<file path="src/rtl/game_pkg.sv">
// Shared definitions for the sprite game blocks: coordinate width, colour
// packing and the bullet scheduler FSM state type.
package game_pkg;

   localparam int COORD_W = 11;

   typedef enum logic [1:0] {
      IDLE   = 2'd0,
      UPDATE = 2'd1,
      SPAWN  = 2'd2
   } fsm_state_t;

   // RGB565 spread across a 24-bit word as {3'b0,R5,2'b0,G6,3'b0,B5}
   function automatic logic [23:0] rgb565_pack(input logic [4:0] r,
                                               input logic [5:0] g,
                                               input logic [4:0] b);
      return {3'b000, r, 2'b00, g, 3'b000, b};
   endfunction

   localparam logic [23:0] BULLET_COLOR = rgb565_pack(5'd31, 6'd63, 5'd0);

endpackage

</file>
<file path="src/rtl/fire_edge_sync.sv">
// Brings the asynchronous fire button into the pixel clock domain and
// emits a one-cycle pulse on each synchronised rising edge.
module fire_edge_sync (
   input  logic clk,
   input  logic rst,
   input  logic i_async,
   output logic o_pulse
);

   logic r_meta;
   logic r_sync;
   logic r_prev;

   always_ff @(posedge clk) begin
      if (rst) begin
         r_meta <= 1'b0;
         r_sync <= 1'b0;
         r_prev <= 1'b0;
      end else begin
         r_meta <= i_async;
         r_sync <= r_meta;
         r_prev <= r_sync;
      end
   end

   assign o_pulse = r_sync & ~r_prev;

endmodule

</file>
<file path="src/rtl/gun_fire_ctrl.sv">
// Player gun bullet scheduler: spawns bullets on fire under a frame cooldown,
// moves them left once per frame and renders them as a registered pixel stream.
module gun_fire_ctrl
   import game_pkg::*;
#(
   parameter int N_SLOTS         = 4,
   parameter int SLOT_W          = 2,
   parameter int COOLDOWN_FRAMES = 8,
   parameter int STEP            = 4,
   parameter int X_MIN           = 0,
   parameter int BULLET_W        = 8,
   parameter int BULLET_H        = 4,
   parameter int MUZZLE_DY       = 10
) (
   input  logic                clk,
   input  logic                rst,
   input  logic [COORD_W-1:0]  lcd_xpos,
   input  logic [COORD_W-1:0]  lcd_ypos,
   input  logic [COORD_W-1:0]  gun_x,
   input  logic [COORD_W-1:0]  gun_y,
   input  logic                fire,
   input  logic                hit_valid,
   input  logic [SLOT_W-1:0]   hit_slot,
   output logic [23:0]         bullet_pixel,
   output logic                pixel_valid,
   output logic                shot_fired,
   output logic [N_SLOTS-1:0]  active_mask
);

   localparam int CD_W = $clog2(COOLDOWN_FRAMES + 1);
   localparam int CW1  = COORD_W + 1;

   fsm_state_t          r_state;
   logic [SLOT_W-1:0]   r_idx;
   logic [N_SLOTS-1:0]  r_active;
   logic [COORD_W-1:0]  r_x [N_SLOTS];
   logic [COORD_W-1:0]  r_y [N_SLOTS];
   logic [CD_W-1:0]     r_cooldown;
   logic                r_fire_pending;
   logic                r_shot_fired;
   logic                r_origin_d;
   logic                r_pixel_valid;
   logic [23:0]         r_bullet_pixel;

   logic                w_fire_edge;
   logic                w_at_origin;
   logic                w_frame_tick;
   logic                w_free_any;
   logic [SLOT_W-1:0]   w_free_idx;
   logic [N_SLOTS-1:0]  w_cover;

   fire_edge_sync u_fire_sync (
      .clk     (clk),
      .rst     (rst),
      .i_async (fire),
      .o_pulse (w_fire_edge)
   );

   // Frame start is the first cycle the scan sits at the origin.
   assign w_at_origin  = (lcd_xpos == '0) && (lcd_ypos == '0);
   assign w_frame_tick = w_at_origin & ~r_origin_d;

   always_comb begin
      w_free_any = 1'b0;
      w_free_idx = '0;
      for (int i = N_SLOTS - 1; i >= 0; i--) begin
         if (!r_active[i]) begin
            w_free_any = 1'b1;
            w_free_idx = SLOT_W'(i);
         end
      end
   end

   always_ff @(posedge clk) begin
      if (rst) begin
         r_state        <= IDLE;
         r_idx          <= '0;
         r_active       <= '0;
         r_cooldown     <= '0;
         r_fire_pending <= 1'b0;
         r_shot_fired   <= 1'b0;
         r_origin_d     <= 1'b0;
         for (int i = 0; i < N_SLOTS; i++) begin
            r_x[i] <= '0;
            r_y[i] <= '0;
         end
      end else begin
         r_origin_d   <= w_at_origin;
         r_shot_fired <= 1'b0;
         if (w_fire_edge)
            r_fire_pending <= 1'b1;

         case (r_state)
            IDLE: begin
               if (w_frame_tick) begin
                  r_state <= UPDATE;
                  r_idx   <= '0;
                  if (r_cooldown != '0)
                     r_cooldown <= r_cooldown - 1'b1;
               end
            end
            UPDATE: begin
               // Compare before subtracting so x can never wrap past zero.
               if (r_active[r_idx]) begin
                  if (r_x[r_idx] < COORD_W'(X_MIN + STEP))
                     r_active[r_idx] <= 1'b0;
                  else
                     r_x[r_idx] <= r_x[r_idx] - COORD_W'(STEP);
               end
               if (r_idx == SLOT_W'(N_SLOTS - 1))
                  r_state <= SPAWN;
               else
                  r_idx <= r_idx + 1'b1;
            end
            SPAWN: begin
               if (r_fire_pending && (r_cooldown == '0) && w_free_any) begin
                  r_active[w_free_idx] <= 1'b1;
                  r_x[w_free_idx]      <= gun_x - COORD_W'(BULLET_W);
                  r_y[w_free_idx]      <= gun_y + COORD_W'(MUZZLE_DY);
                  r_cooldown           <= CD_W'(COOLDOWN_FRAMES);
                  r_fire_pending       <= 1'b0;
                  r_shot_fired         <= 1'b1;
               end
               r_state <= IDLE;
            end
            default: r_state <= IDLE;
         endcase

         // Last assignment wins: a kill overrides any same-cycle slot write.
         if (hit_valid)
            r_active[hit_slot] <= 1'b0;
      end
   end

   for (genvar s = 0; s < N_SLOTS; s++) begin : g_cover
      logic [CW1-1:0] w_x_end;
      logic [CW1-1:0] w_y_end;
      assign w_x_end = {1'b0, r_x[s]} + CW1'(BULLET_W);
      assign w_y_end = {1'b0, r_y[s]} + CW1'(BULLET_H);
      assign w_cover[s] = r_active[s]
                        && (lcd_xpos >= r_x[s]) && ({1'b0, lcd_xpos} < w_x_end)
                        && (lcd_ypos >= r_y[s]) && ({1'b0, lcd_ypos} < w_y_end);
   end

   always_ff @(posedge clk) begin
      if (rst) begin
         r_pixel_valid  <= 1'b0;
         r_bullet_pixel <= '0;
      end else begin
         r_pixel_valid  <= |w_cover;
         r_bullet_pixel <= (|w_cover) ? BULLET_COLOR : 24'h0;
      end
   end

   assign bullet_pixel = r_bullet_pixel;
   assign pixel_valid  = r_pixel_valid;
   assign shot_fired   = r_shot_fired;
   assign active_mask  = r_active;

endmodule

</file>
<file path="config.mk">
export PLATFORM = sky130hd
export DESIGN_NAME = gun_fire_ctrl
export DESIGN_NICKNAME = d
export VERILOG_FILES = /design/src/rtl/game_pkg.sv /design/src/rtl/fire_edge_sync.sv /design/src/rtl/gun_fire_ctrl.sv
export SDC_FILE = /design/constraint.sdc
export NUM_CORES = 1
export LEC_CHECK = 0
export CORE_ASPECT_RATIO = 1.75
export CORE_MARGIN = 2
export CORE_UTILIZATION = 49
export CTS_BUF_LIST = sky130_fd_sc_hd__clkbuf_16
export CTS_CLUSTER_SIZE = 24
export DETAILED_ROUTE_END_ITERATION = 6
export GPL_TIMING_DRIVEN = 0
export PLACE_DENSITY = 0.66
export SYNTH_ARGS = -nofsm -noshare
export SYNTH_HDL_FRONTEND = slang
export SYNTH_HIERARCHICAL = 1
export SYNTH_SLANG_ARGS = --single-unit
</file>
<file path="constraint.sdc">
create_clock -name clk -period 3.7 [get_ports clk]
set_clock_uncertainty 0.1 [all_clocks]
set_input_delay 0.74 -clock clk [delete_from_list [all_inputs] [get_ports clk]]
set_output_delay 0.74 -clock clk [all_outputs]
set_load 0.01 [all_outputs]
</file>
# After elaboration in Yosys (flattened, before gate mapping)
# Memory sizes are Yosys's and may differ from the RTL's. A register that Yosys moved wholly into a read port is not among the register bits.
# Cells that the tools add are included.
totals:
  ff_bits: 43
  ramBits: 88
  in_bits: 50
  output_inout_bits: 30
  elab_cells: 161
  mem_count: 2
classes:
  n_addsub: 13
  order_cmp: 23
  n_eq_ne: 8
  muxes: 58
  n_bitwise: 9
  reduce_logical: 36
mem_list:
  columns: ["memory", "words", "width", "rd", "rd_ports_with_merged_regs", "wr", "line_no", "rtl"]
  rows:
  - ["r_x", 4, 11, 5, 1, 4, "gun_fire_ctrl.sv:36", "logic [COORD_W-1:0] r_x [N_SLOTS];"]
  - ["r_y", 4, 11, 4, 0, 4, "gun_fire_ctrl.sv:37", "logic [COORD_W-1:0] r_y [N_SLOTS];"]
op_table:
  columns: ["cell", "n"]
  rows:
  - ["< comparator 11 x 12 -> 1 bit", 8]
  - ["greater-or-equal comparator 11 bit", 8]
  - ["adder 11 x 3 -> 12 bit (second input constant)", 4]
  - ["adder 11 x 4 -> 12 bit (second input constant)", 4]
  - ["2-to-1 mux 11 bit", 3]
  - ["OR reduction 11 bit", 3]
  - ["2-to-1 mux 4 bit", 8]
  - ["2-to-1 mux 2 bit", 13]
  - ["2-to-1 mux 1 bit", 25]
  - ["logical AND 1 bit", 22]
  - ["logical NOT 11 bit", 2]
  - ["2-to-1 mux 21 bit", 1]
  - ["case mux 4 bit (2 select lines)", 2]
  - ["adder 11 x 4 -> 11 bit (second input constant)", 1]
  - ["< comparator 11 x 3 -> 1 bit (second input constant)", 1]
  - ["subtractor 11 x 3 -> 11 bit (second input constant)", 1]
  - ["subtractor 11 x 4 -> 11 bit (second input constant)", 1]
  - ["inequality test 2 bit (second input constant)", 5]
  - ["< comparator 2 x 3 -> 1 bit (second input constant)", 3]
  - ["bitwise AND 4 bit", 2]
  - ["NOT 4 bit", 2]
  - ["case mux 2 bit (2 select lines)", 2]
  - ["demux 1 bit (select 2 bit)", 3]
  - ["greater-or-equal comparator 2 x 1 -> 1 bit (second input constant)", 3]
  - ["16 further kinds", 20]

# Logic depth before layout (Yosys ltp)
logic_depth:
  word_depth: 14
  mapped_depth: 12
  ltp_nobuf: 12

# Cells and area by module
# Netlist, hierarchy kept.
modules_own_cells:
  columns: ["mod", "instances", "cells_per_inst", "area_per_inst_um2", "seq_area_each_um2"]
  rows:
  - ["gun_fire_ctrl", 1, 1067, 9855.7, 3002.9]
  - ["fire_edge_sync", 1, 7, 87.6, 60.1]

# Least setup slack after synthesis
# Ideal clock, no wire load.
synth_timing:
  path_type: "register to register"
  startpoint: "register (tool-made name)"
  endpoint: "memory r_x[2][0], enable pin"
  setup_ps: 345
  t_arrival_ps: 2273
  t_required_ps: 3255
  path_slack_ps: 982
  path_stages_with_launch: 10
  n_path_buf: 2
  synth_period_minus_slack_ps: 2718
  path_cell_list: "dfxtp_1 buf_6 mux4_2 nor3_4 nand4_2 nand3_2 a2bb2oi_2 nand2_1 buf_2 nand2_1"
synth_rtl:
  columns: ["element", "line_no"]
  rows:
  - ["end: declaration", "gun_fire_ctrl.sv:36"]

==> impl_metrics.json <==
{
  "status": "finished clean",
  "setup_violations": 0,
  "fmax_mhz": 288,
  "maxCapViolations": 0,
  "min_delay_path_depth": 1,
  "swShare": 0.275,
  "p_comb_frac": 0.202,
  "ant_nets": 0,
  "powerDensity_nw_per_um2": 283,
  "cts_setup_buffers": 0,
  "p_seq_frac": 0.445,
  "crit_family": "buffers and inverters",
  "final_cells": 1416,
  "ys_ff_latch": 109,
  "hold_viol_final": 0,
  "io_pins": 80,
  "start_kind": "primary input",
  "portBuffers": 66,
  "hp-class": "flip-flop to flip-flop",
  "vias": 8146,
  "fin_hold_ws_ps": 355,
  "worst_slack_ps": 228,
  "avgSynthCellArea_um2": 9.26,
  "postCtsHoldBufs": 0,
  "cts_buffer_depth": 2,
  "worst_pin_slew_ps": 1250,
  "grt_max_degree": 19,
  "critical_path_class": "primary input to flip-flop",
  "wire_per_inst_um": 18.8,
  "hold_start": "u_fire_sync/r_meta",
  "relSlewSlack": 0.168,
  "synthFlopType": "edfxtp_1",
  "die_w_um": 112,
  "netlist_area_um2": 9940,
  "antenna_found_initial": 0,
  "path_max_fanout": 11,
  "yosysUniqueCellTypes": 68,
  "grt_pass1_wl_um": 41100,
  "p_clk_frac": 0.353,
  "vias_per_cell": 5.75,
  "htree_levels": 3,
  "final_nets": 1389,
  "p_int_mw": 2.32,
  "leakage_nw": 4.75,
  "initial_utilization": 0.494,
  "reg2regPathDepth": 9,
  "timing.final.crit_share": 0.938,
  "worstReg2RegEnd": "r_x[0][6]",
  "async_flop_share": 0,
  "cpMaxStageDelayCell": "clkdlybuf4s50_1",
  "clock_sinks": 109,
  "rrSetupSlack_ps": 430,
  "gp_congestion": 0.904,
  "fin_crit_ps": 3470,
  "syn2layout_area_growth_pct": 13.9,
  "drive_above_1_share": 0.0771,
  "crit_chain": "clkdlybuf4s50_1 > clkbuf_2 > clkinv_2 > nand4_1 > inv_1 > nand3_1 > clkbuf_1 > nand2_1",
  "wirelength_um": 26600,
  "synth-edff-count": 88,
  "n_antenna_cell": 0,
  "slowest_delay_ps": 530,
  "rows": 69,
  "hpwlAfterDp_um": 22200,
  "insertion_delay_ps": 360,
  "vdd_drop_max_uv": 204,
  "dr.first_iter.drc_count": 349,
  "crit_required_ps": 3610,
  "die_area_um2": 21500,
  "numPlacedInstances": 1400,
  "critPathCaptureType": "flip-flop",
  "grt_pass1_vias": 7981,
  "arrival_ps": 3380,
  "grt-ovfl-total": 0,
  "die_y_um": 192,
  "drc": 0,
  "yosysWarnings": 6,
  "cts_tree": "built",
  "rsz0062_at_grt": "false",
  "drt-pass1-iter-count": 5,
  "clockRootBuffer": "clkbuf_16",
  "yosysSeqAreaShare": 0.308,
  "cts_inserted_buffers": 9,
  "path_buf_inv": 5,
  "syn-instance-count": 1074,
  "maxSlewViolCount": 0,
  "p_sw_mw": 0.881,
  "core_um2": 20100,
  "grt_use_total": 0.248,
  "post-place-ws_ps": -774,
  "holdPathEnd": "u_fire_sync/r_sync",
  "path_clk_slew_ps": 70
}
routing by layer:
layer	global-route usage	wire length, um	vias up
met4	0.141	1480	0
li1	-	-	4014
met5	0	0	-
met2	0.508	15200	195
met1	0.233	9170	3859
met3	0.0270	775	78
power by group through the flow:
| stage | clock (mW) | combinational (mW) | sequential [mW] |
|---|---|---|---|
| final | 1.13 | 0.649 | 1.42 |
| after global placement | 0 | 0.631 | 1.45 |
| after detailed placement | 0 | 0.645 | 1.45 |
| after global routing | 1.19 | 0.735 | 1.43 |
| after CTS | 1.14 | 0.650 | 1.42 |
| after floorplan | 0 | 0.425 | 1.42 |
per-stage QoR:
step / utilization / total power [mW] / instance area (um2) / TNS (ps)
floorplan: - / 1.85 / 9990 / 0
global placement: 0.545 / 2.08 / 11000 / -33120
detailed placement: 0.545 / 2.10 / 11000 / -34760
CTS: 0.562 / 3.21 / 11300 / 0
global route: 0.563 / 3.35 / 11300 / 0
finish: 0.563 / 3.20 / 11300 / 0
state kept, by name, summed over array words and instances (netlist names), named ones only:
register / count
r_y: 44
r_origin_d: 1
r_idx: 2
u_fire_sync/r_prev: 1
u_fire_sync/r_sync: 1
u_fire_sync/r_meta: 1
bullet_pixel: 1
r_fire_pending: 1
shot_fired: 1
r_state: 2
r_x: 44
active_mask: 4
r_cooldown: 4
synth_stat cells, drive strengths merged, types with 3 or more instances:
cell | n | share of area
dfxtp | 21 | 0.042
inv | 132 | 0.050
xor2 | 9 | 0.0079
o311ai | 3 | 0.0026
o21a | 7 | 0.0053
nor2 | 120 | 0.052
nand4 | 32 | 0.021
clkbuf | 9 | 0.0034
a211oi | 8 | 0.0060
nand2 | 49 | 0.019
o211ai | 10 | 0.0075
nand3 | 46 | 0.024
nor4 | 16 | 0.010
nand2b | 12 | 0.0075
buf | 32 | 0.024
edfxtp | 88 | 0.27
ha | 176 | 0.22
nand3b | 6 | 0.0045
xnor2 | 64 | 0.056
a31oi | 11 | 0.0069
o21ai | 38 | 0.019
nor2b | 17 | 0.011
a21oi | 63 | 0.035
or3 | 3 | 0.0019
o31ai | 3 | 0.0028
mux4 | 12 | 0.027
and3 | 10 | 0.0063
nor3 | 22 | 0.012
a21o | 14 | 0.011
o2111ai | 5 | 0.0044
cell usage in the layout (no fill, tap or decap), types with 9 or more instances in the layout:
| cell type | Yosys | layout |
|---|---|---|
| buf_4 | 26 | 26 |
| a31oi_1 | 11 | 11 |
| ha_1 | 176 | 176 |
| nor4_1 | 16 | 15 |
| nor2_1 | 111 | 111 |
| a21o_1 | 14 | 14 |
| clkdlybuf4s50_1 | 0 | 66 |
| conb_1 | 1 | 13 |
| nor3_1 | 21 | 21 |
| o21ai_0 | 38 | 38 |
| nor2b_1 | 16 | 16 |
| a21oi_1 | 54 | 54 |
| nand2_1 | 48 | 48 |
| nand2b_1 | 12 | 12 |
| dfxtp_1 | 21 | 21 |
| nor2_4 | 9 | 9 |
| mux4_2 | 12 | 12 |
| clkbuf_16 | 0 | 9 |
| a21oi_2 | 9 | 9 |
| nand4_1 | 31 | 31 |
| xnor2_1 | 64 | 64 |
| o211ai_1 | 10 | 10 |
| edfxtp_1 | 88 | 88 |
| nand3_1 | 45 | 45 |
| and3_1 | 10 | 10 |
| xor2_1 | 9 | 9 |
| inv_1 | 132 | 132 |
final cells by class:
cell class              count  area [um2]
fillers                  1828        8790
multi-input cells         803        6160
flip-flops and latches    109        3060
repair buffers             66         661
inverters                 133         500
well taps                 248         310
plain buffers              41         275
clock buffers               9         225
clock inverters             7         123
worst max path at each step:
stage	start	to	slack [ps]	cells past startpoint
finish	rst	r_y[1][10]	230	8
global route	rst	r_y[1][10]	60	8
CTS	lcd_ypos[6]	bullet_pixel[19]	40	8
detailed placement	rst	r_y[1][10]	-770	8
global placement	rst	r_y[1][10]	-740	8
floorplan	flip-flop	r_x[2][0]	980	9
cell families (layout without fill, tap and decap cells):
| kind of cell | after synthesis | count (layout) | share of synthesized area |
|---|---|---|---|
| other | 1 | 13 | 0.000377 |
| multiplexers | 12 | 12 | 0.0272 |
| adder cells (fa/ha/maj) | 176 | 176 | 0.221 |
| AO/OA/AOI/OAI | 187 | 187 | 0.124 |
| XOR/XNOR | 73 | 73 | 0.0643 |
| buffers and inverters | 174 | 256 | 0.0778 |
| AND/OR/NAND/NOR | 342 | 342 | 0.177 |
| flip-flops | 109 | 109 | 0.308 |
repair_timing:
item | 4_1_cts | 5_1_grt
endpoints found under the hold margin | 0 | 0
gates resized for setup | 2 | 2
setup endpoints to repair | 43 | 4
Power figures use the tool's default switching activity.
